[src/rtl/exe_hazard_unit.sv]
// exe_hazard_unit: execute-stage ALU, compare, branch/jump resolution,
// load-use stall detection and two-slot squash after taken transfers.
//
// Ports:
//   CLK, Reset              clock, async active-high reset
//   id_valid, id_rs1/rs2/rd ID-stage instruction (captured into ID/EX)
//   ex_op, ex_funct3        EX opcode (zero-extended) and funct3
//   ex_alu_op               ALU operation select
//   ex_alu_src1/src2        operand muxes (rd1/pc, rd2/extend)
//   ex_rd1/rd2/extend/pc    forwarded operands, immediate, PC
//   ex_rs1/rs2/rd, ex_valid registered ID/EX slice
//   alu_out, cmp            ALU result / target, three-way compare
//   pc_src, reg_wr          redirect PC, EX writes rd
//   flush, pc_delay         squash ID/EX input, hold PC and IF/ID
//
// Config: define LOAD_USE_STALL_EN to enable load-use stall detection;
// when undefined the stall is tied off and the upstream must pad loads.

module exe_hazard_unit (
    input  logic        CLK,
    input  logic        Reset,
    input  logic        id_valid,
    input  logic [4:0]  id_rs1,
    input  logic [4:0]  id_rs2,
    input  logic [4:0]  id_rd,
    input  logic [7:0]  ex_op,
    input  logic [2:0]  ex_funct3,
    input  logic [2:0]  ex_alu_op,
    input  logic        ex_alu_src1,
    input  logic        ex_alu_src2,
    input  logic [31:0] ex_rd1,
    input  logic [31:0] ex_rd2,
    input  logic [31:0] ex_extend,
    input  logic [31:0] ex_pc,
    output logic [4:0]  ex_rs1,
    output logic [4:0]  ex_rs2,
    output logic [4:0]  ex_rd,
    output logic        ex_valid,
    output logic [31:0] alu_out,
    output logic [1:0]  cmp,
    output logic        pc_src,
    output logic        reg_wr,
    output logic        flush,
    output logic        pc_delay
);

    localparam logic [7:0] OP_LOAD   = 8'h03;
    localparam logic [7:0] OP_IMM    = 8'h13;
    localparam logic [7:0] OP_STORE  = 8'h23;
    localparam logic [7:0] OP_REG    = 8'h33;
    localparam logic [7:0] OP_BRANCH = 8'h63;
    localparam logic [7:0] OP_JALR   = 8'h67;
    localparam logic [7:0] OP_JAL    = 8'h6F;

`ifdef LOAD_USE_STALL_EN
    localparam logic STALL_EN = 1'b1;
`else
    localparam logic STALL_EN = 1'b0;
`endif

    logic [4:0]  rs1_q, rs2_q, rd_q;
    logic [4:0]  rs1_d, rs2_d, rd_d;
    logic        valid_q, valid_d;
    logic        flush_q, flush_d;

    logic [31:0] op_a, op_b;
    logic [4:0]  shamt;
    logic [31:0] alu_res;
    logic [31:0] cmp_x, cmp_y;
    logic        is_unsigned;
    logic        c_eq, c_lt;
    logic        br_taken;
    logic        is_branch, is_jal, is_jalr;
    logic        lu_hit;
    logic        stall;

    assign is_branch = (ex_op == OP_BRANCH);
    assign is_jal    = (ex_op == OP_JAL);
    assign is_jalr   = (ex_op == OP_JALR);

    // ALU
    assign op_a  = ex_alu_src1 ? ex_pc : ex_rd1;
    assign op_b  = ex_alu_src2 ? ex_extend : ex_rd2;
    assign shamt = op_b[4:0];

    always_comb begin
        alu_res = 32'h0;
        case (ex_alu_op)
            3'b000:  alu_res = op_a + op_b;
            3'b001:  alu_res = op_a - op_b;
            3'b010:  alu_res = op_a & op_b;
            3'b011:  alu_res = op_a | op_b;
            3'b100:  alu_res = op_a ^ op_b;
            3'b101:  alu_res = op_a << shamt;
            3'b110:  alu_res = op_a >> shamt;
            3'b111:  alu_res = 32'($signed(op_a) >>> shamt);
            default: alu_res = 32'h0;
        endcase
    end

    // JALR target must be halfword aligned
    assign alu_out = is_jalr ? {alu_res[31:1], 1'b0} : alu_res;

    // Compare: branches use both registers, everything else rd1 vs B
    assign cmp_x = ex_rd1;
    assign cmp_y = is_branch ? ex_rd2 : op_b;

    always_comb begin
        is_unsigned = 1'b0;
        if (is_branch && ex_funct3[2:1] == 2'b11)
            is_unsigned = 1'b1;
        else if ((ex_op == OP_IMM || ex_op == OP_REG) &&
                 ex_funct3 == 3'b011)
            is_unsigned = 1'b1;
    end

    assign c_eq = (cmp_x == cmp_y);
    assign c_lt = is_unsigned ? (cmp_x < cmp_y)
                              : ($signed(cmp_x) < $signed(cmp_y));

    always_comb begin
        cmp = 2'b10;
        if (c_eq)
            cmp = 2'b00;
        else if (c_lt)
            cmp = 2'b01;
    end

    // Branch condition; funct3 010/011 are not valid branches
    always_comb begin
        br_taken = 1'b0;
        case (ex_funct3)
            3'b000:  br_taken = c_eq;
            3'b001:  br_taken = ~c_eq;
            3'b100:  br_taken = c_lt;
            3'b101:  br_taken = ~c_lt;
            3'b110:  br_taken = c_lt;
            3'b111:  br_taken = ~c_lt;
            default: br_taken = 1'b0;
        endcase
    end

    assign pc_src = valid_q &
                    ((is_branch & br_taken) | is_jal | is_jalr);
    assign reg_wr = valid_q & ~is_branch & (ex_op != OP_STORE);
    assign flush  = pc_src;

    // Load in EX whose rd feeds the ID instruction
    assign lu_hit = valid_q & (ex_op == OP_LOAD) & (rd_q != 5'd0) &
                    ((rd_q == id_rs1) | (rd_q == id_rs2));
    assign stall    = lu_hit & STALL_EN;
    assign pc_delay = stall & ~flush;

    // ID/EX slice next state
    assign rs1_d   = id_rs1;
    assign rs2_d   = id_rs2;
    assign rd_d    = id_rd;
    assign valid_d = id_valid & ~stall & ~flush & ~flush_q;
    assign flush_d = flush;

    always_ff @(posedge CLK or posedge Reset) begin
        if (Reset) begin
            rs1_q   <= 5'd0;
            rs2_q   <= 5'd0;
            rd_q    <= 5'd0;
            valid_q <= 1'b0;
            flush_q <= 1'b0;
        end else begin
            rs1_q   <= rs1_d;
            rs2_q   <= rs2_d;
            rd_q    <= rd_d;
            valid_q <= valid_d;
            flush_q <= flush_d;
        end
    end

    assign ex_rs1   = rs1_q;
    assign ex_rs2   = rs2_q;
    assign ex_rd    = rd_q;
    assign ex_valid = valid_q;

endmodule

[config.mk]
export PLATFORM = sky130hd
export DESIGN_NAME = exe_hazard_unit
export DESIGN_NICKNAME = d
export VERILOG_FILES = /design/src/rtl/exe_hazard_unit.sv
export SDC_FILE = /design/constraint.sdc
export NUM_CORES = 1
export LEC_CHECK = 0
export CORE_ASPECT_RATIO = 0.6
export CORE_MARGIN = 10
export CORE_UTILIZATION = 54
export CTS_CLUSTER_DIAMETER = 150
export CTS_CLUSTER_SIZE = 28
export DETAILED_ROUTE_END_ITERATION = 6
export PLACE_DENSITY = 0.95
export SYNTH_ARGS = -nofsm -noshare
export SYNTH_HDL_FRONTEND = slang
export SYNTH_SLANG_ARGS = --single-unit
[constraint.sdc]
create_clock -name CLK -period 10.9 [get_ports CLK]
set_input_delay 2.18 -clock CLK [delete_from_list [all_inputs] [get_ports CLK]]
set_output_delay 2.18 -clock CLK [all_outputs]
set_load 0.02 [all_outputs]
==> run metrics <==
largest net degree at the start of global routing 66; initial antenna violation count 0; drt drc 3; total power after layout 1.06 mW; fin. max-slew vios 0; period utilization 95.7%; share of layout cells above drive strength 1 6.08%; Critical Path RT 8720 ps; syn_area_per_cell 6.93 µm²; Logic pwr share 86.1%; # H-tree levels 1; DRT iter0 DRCs 2353; clock sinks 17; Setup-failing EPs final 0; clock share of power 7.5%; CP Data Arrival Time 8250 ps; Worst Skew 0.0446 ps; final net count 1920; CTS tree yes; final hold violations 0; grt ovf 0; core area 18300 µm²; num ports 216; total negative setup slack 0 ps; crit-path cells clkdlybuf4s50_1 > o32ai_2 > nand3_1 > or3_1 > nor3_2 > and2_1 > nand2_1 > o21ai_1 > xnor2_1 > ha_1 > o211ai_1 > or3_1 > a211oi_1 > o41ai_2 > o21ai_1 > a211oi_1 > or4_1 > clkdlybuf4s50_1; Synth area leaders ha_1 (16%), mux2i_1 (14%), a21oi_1 (6.6%), nand2_1 (5.7%), nor2_1 (5.3%); Post-CTS Repair Setup Buffers 0; Cell Int Power 0.471 mW; Syn Std Cell Area 10200 µm²; final antenna-violating net count 0; Resized cells post-CTS 0; routability congestion estimate from global placement 1.06; Synth top area share 15.8%; initial core utilization 55.8%; Max Freq 0.0959 GHz; Lkg Pwr 5.54 nW; Seq pwr share 6.4%; Pwr per Cell Area 84.2 nW/µm²; Post-synth EDFFs 0; crit-path max cell delay 610 ps; worst-path fanout max 7; Clock Latency Late Sink 260 ps; Layout area overhead 22.8%; Num CTS Buffers 3; relative slew slack 23.1%; top cells by count, synth nand2_1 (154), mux2i_1 (144), nor2_1 (144), a21oi_1 (135), ha_1 (129); failing checks DRC; CP Capture Type output port; Routed WL 50900 µm; Synth Warn # 0; RSZ-0062 raised after global routing false; Slew @ Worst Pin 1150 ps; first-pass GRT wire length 74700 µm; net switching power 0.586 mW; row count 38; total vias in the final route 13155; vias in the first global route 12136; FILL cells 1557; cell family with most CP delay simple AND/OR/NAND/NOR gates; Worst Setup Start Kind input port; Worst-path clk slew 60 ps; async set-reset flop share out of synthesis 100%; Die Area 25000 µm²; CP Class in -> out; Total GRT Usage 38.1%; Root Driver clkbuf_16; most common cell in the netlist nand2_1; Chip Height 127 µm; synthesized flop and latch total 17; syn_nets 1766; Max rail drop VDD 0.0000570 V; first drt pass iteration count 7; Antenna diodes 0; CTS Buffer Depth 2; Synth area leader ha_1; min Tclk post-route 10430 ps; Synth Instances 1474; Avg WL per Cell 27.2 µm; Distinct cells, synth 86; via/cell ratio 7.05; CTS Hold Bufs 0; slowest cell on the critical path o32ai_2; IO buf count 214; outcome finished, violations left; HP Class reg -> reg; placed wire-length estimate 40500 µm; Primary FF master, synth dfrtp_1; sequential fraction of the synthesis area 4.17%; Sw Ratio 55.4%; Die X 198 µm; WP buf/inv 2; maxcap violations 0
layout make-up:
class,instances,area (µm²),share of cell area [%]
Multi-Input combinational cell,1277,9050,72.2
Timing Repair Buffer,246,2370,18.9
Clock inverter,1,5.00,0.0399
Inverter,83,314,2.50
Tap cell,240,300,2.39
Clock buffer,3,75.1,0.599
Sequential cell,17,425,3.39
cell usage in the layout, fill, tap and decap left out, types with 15 or more instances in the layout:
cell	Yosys	layout
o21a_1	15	15
a21o_1	20	20
a21oi_1	135	135
mux2i_1	144	140
o22ai_1	16	16
buf_4	7	33
nand3_1	31	31
nor3_1	32	32
clkdlybuf4s50_1	0	211
o211ai_1	16	16
a211oi_1	21	21
mux2_2	16	16
o21ai_1	35	35
a31oi_1	20	20
o21ai_0	90	90
dfrtp_1	17	17
inv_1	68	68
ha_1	129	129
xnor2_1	45	45
nor2_1	144	144
a221oi_1	17	17
nand2_1	154	153
flip-flops by register name (all words and copies together), names as in the netlist:
| name | cells |
|---|---|
| flush_q | 1 |
| ex_valid | 1 |
| ex_rs2 | 5 |
| ex_rs1 | 5 |
| ex_rd | 5 |
stage by stage:
stage / util (%) / std cells / hold slack [ps] / instance area (µm²) / worst slack (ps)
after floorplan: - / 1474 / 513 / 10200 / 1690
after global placement: 68.1 / 1863 / 545 / 12500 / 889
after detailed placement: 68.1 / 1863 / 556 / 12500 / 706
after CTS: 68.5 / 1867 / 565 / 12500 / 666
after global routing: 68.5 / 1867 / 592 / 12500 / 292
final: 68.5 / 1867 / 569 / 12500 / 471
tightest hold or removal path, cell delays in order, from the launching register on:
cell and delay [ps]:
dfrtp_1 360, a211o_1 100, o21ai_0 70
final timing paths:
check	slack (ps)	cells past startpoint	from	end
max reg2reg	10050	3	flush_q	ex_valid
min	570	2	flush_q	ex_valid
min in group asynchronous	2330	2	Reset	ex_rs1[2]
max	470	18	ex_rd2[3]	alu_out[29]
min reg2reg	570	2	flush_q	ex_valid
max in group asynchronous	8110	2	Reset	ex_rs1[0]
routing by layer:
layer	GRT usage, %	up-vias	routed length, µm	share of wire (%)
li1	-	5734	-	-
met1	51.2	5986	20200	40
met2	52.7	1199	19500	38
met3	14.0	236	8350	16
met4	17.1	0	2870	5.6
met5	0	-	0	0
logic make-up (layout without fill, tap and decap cells):
| family | count (synthesis) | count (layout) | synth area share, % |
|---|---|---|---|
| simple gates | 445 | 445 | 20.2 |
| xor+xnor | 52 | 52 | 4.46 |
| mux | 169 | 169 | 17.2 |
| compound gates | 480 | 480 | 30.2 |
| buf+inv | 180 | 333 | 7.68 |
| other cells | 1 | 1 | 0.0367 |
| flops | 17 | 17 | 4.17 |
| fa+ha+maj | 130 | 130 | 16.0 |
power by group through the flow:
| stage | Sequential (mW) | Clock [mW] | Combinational (mW) |
|---|---|---|---|
| 2_1_floorplan | 0.0727 | 0 | 0.541 |
| 3_3_place_gp | 0.0684 | 0 | 0.850 |
| 3_5_place_dp | 0.0686 | 0 | 0.864 |
| 4_1_cts | 0.0674 | 0.0797 | 0.870 |
| 5_1_grt | 0.0676 | 0.0827 | 0.957 |
| 6_report | 0.0675 | 0.0796 | 0.910 |
Power figures use the tool's default switching activity.
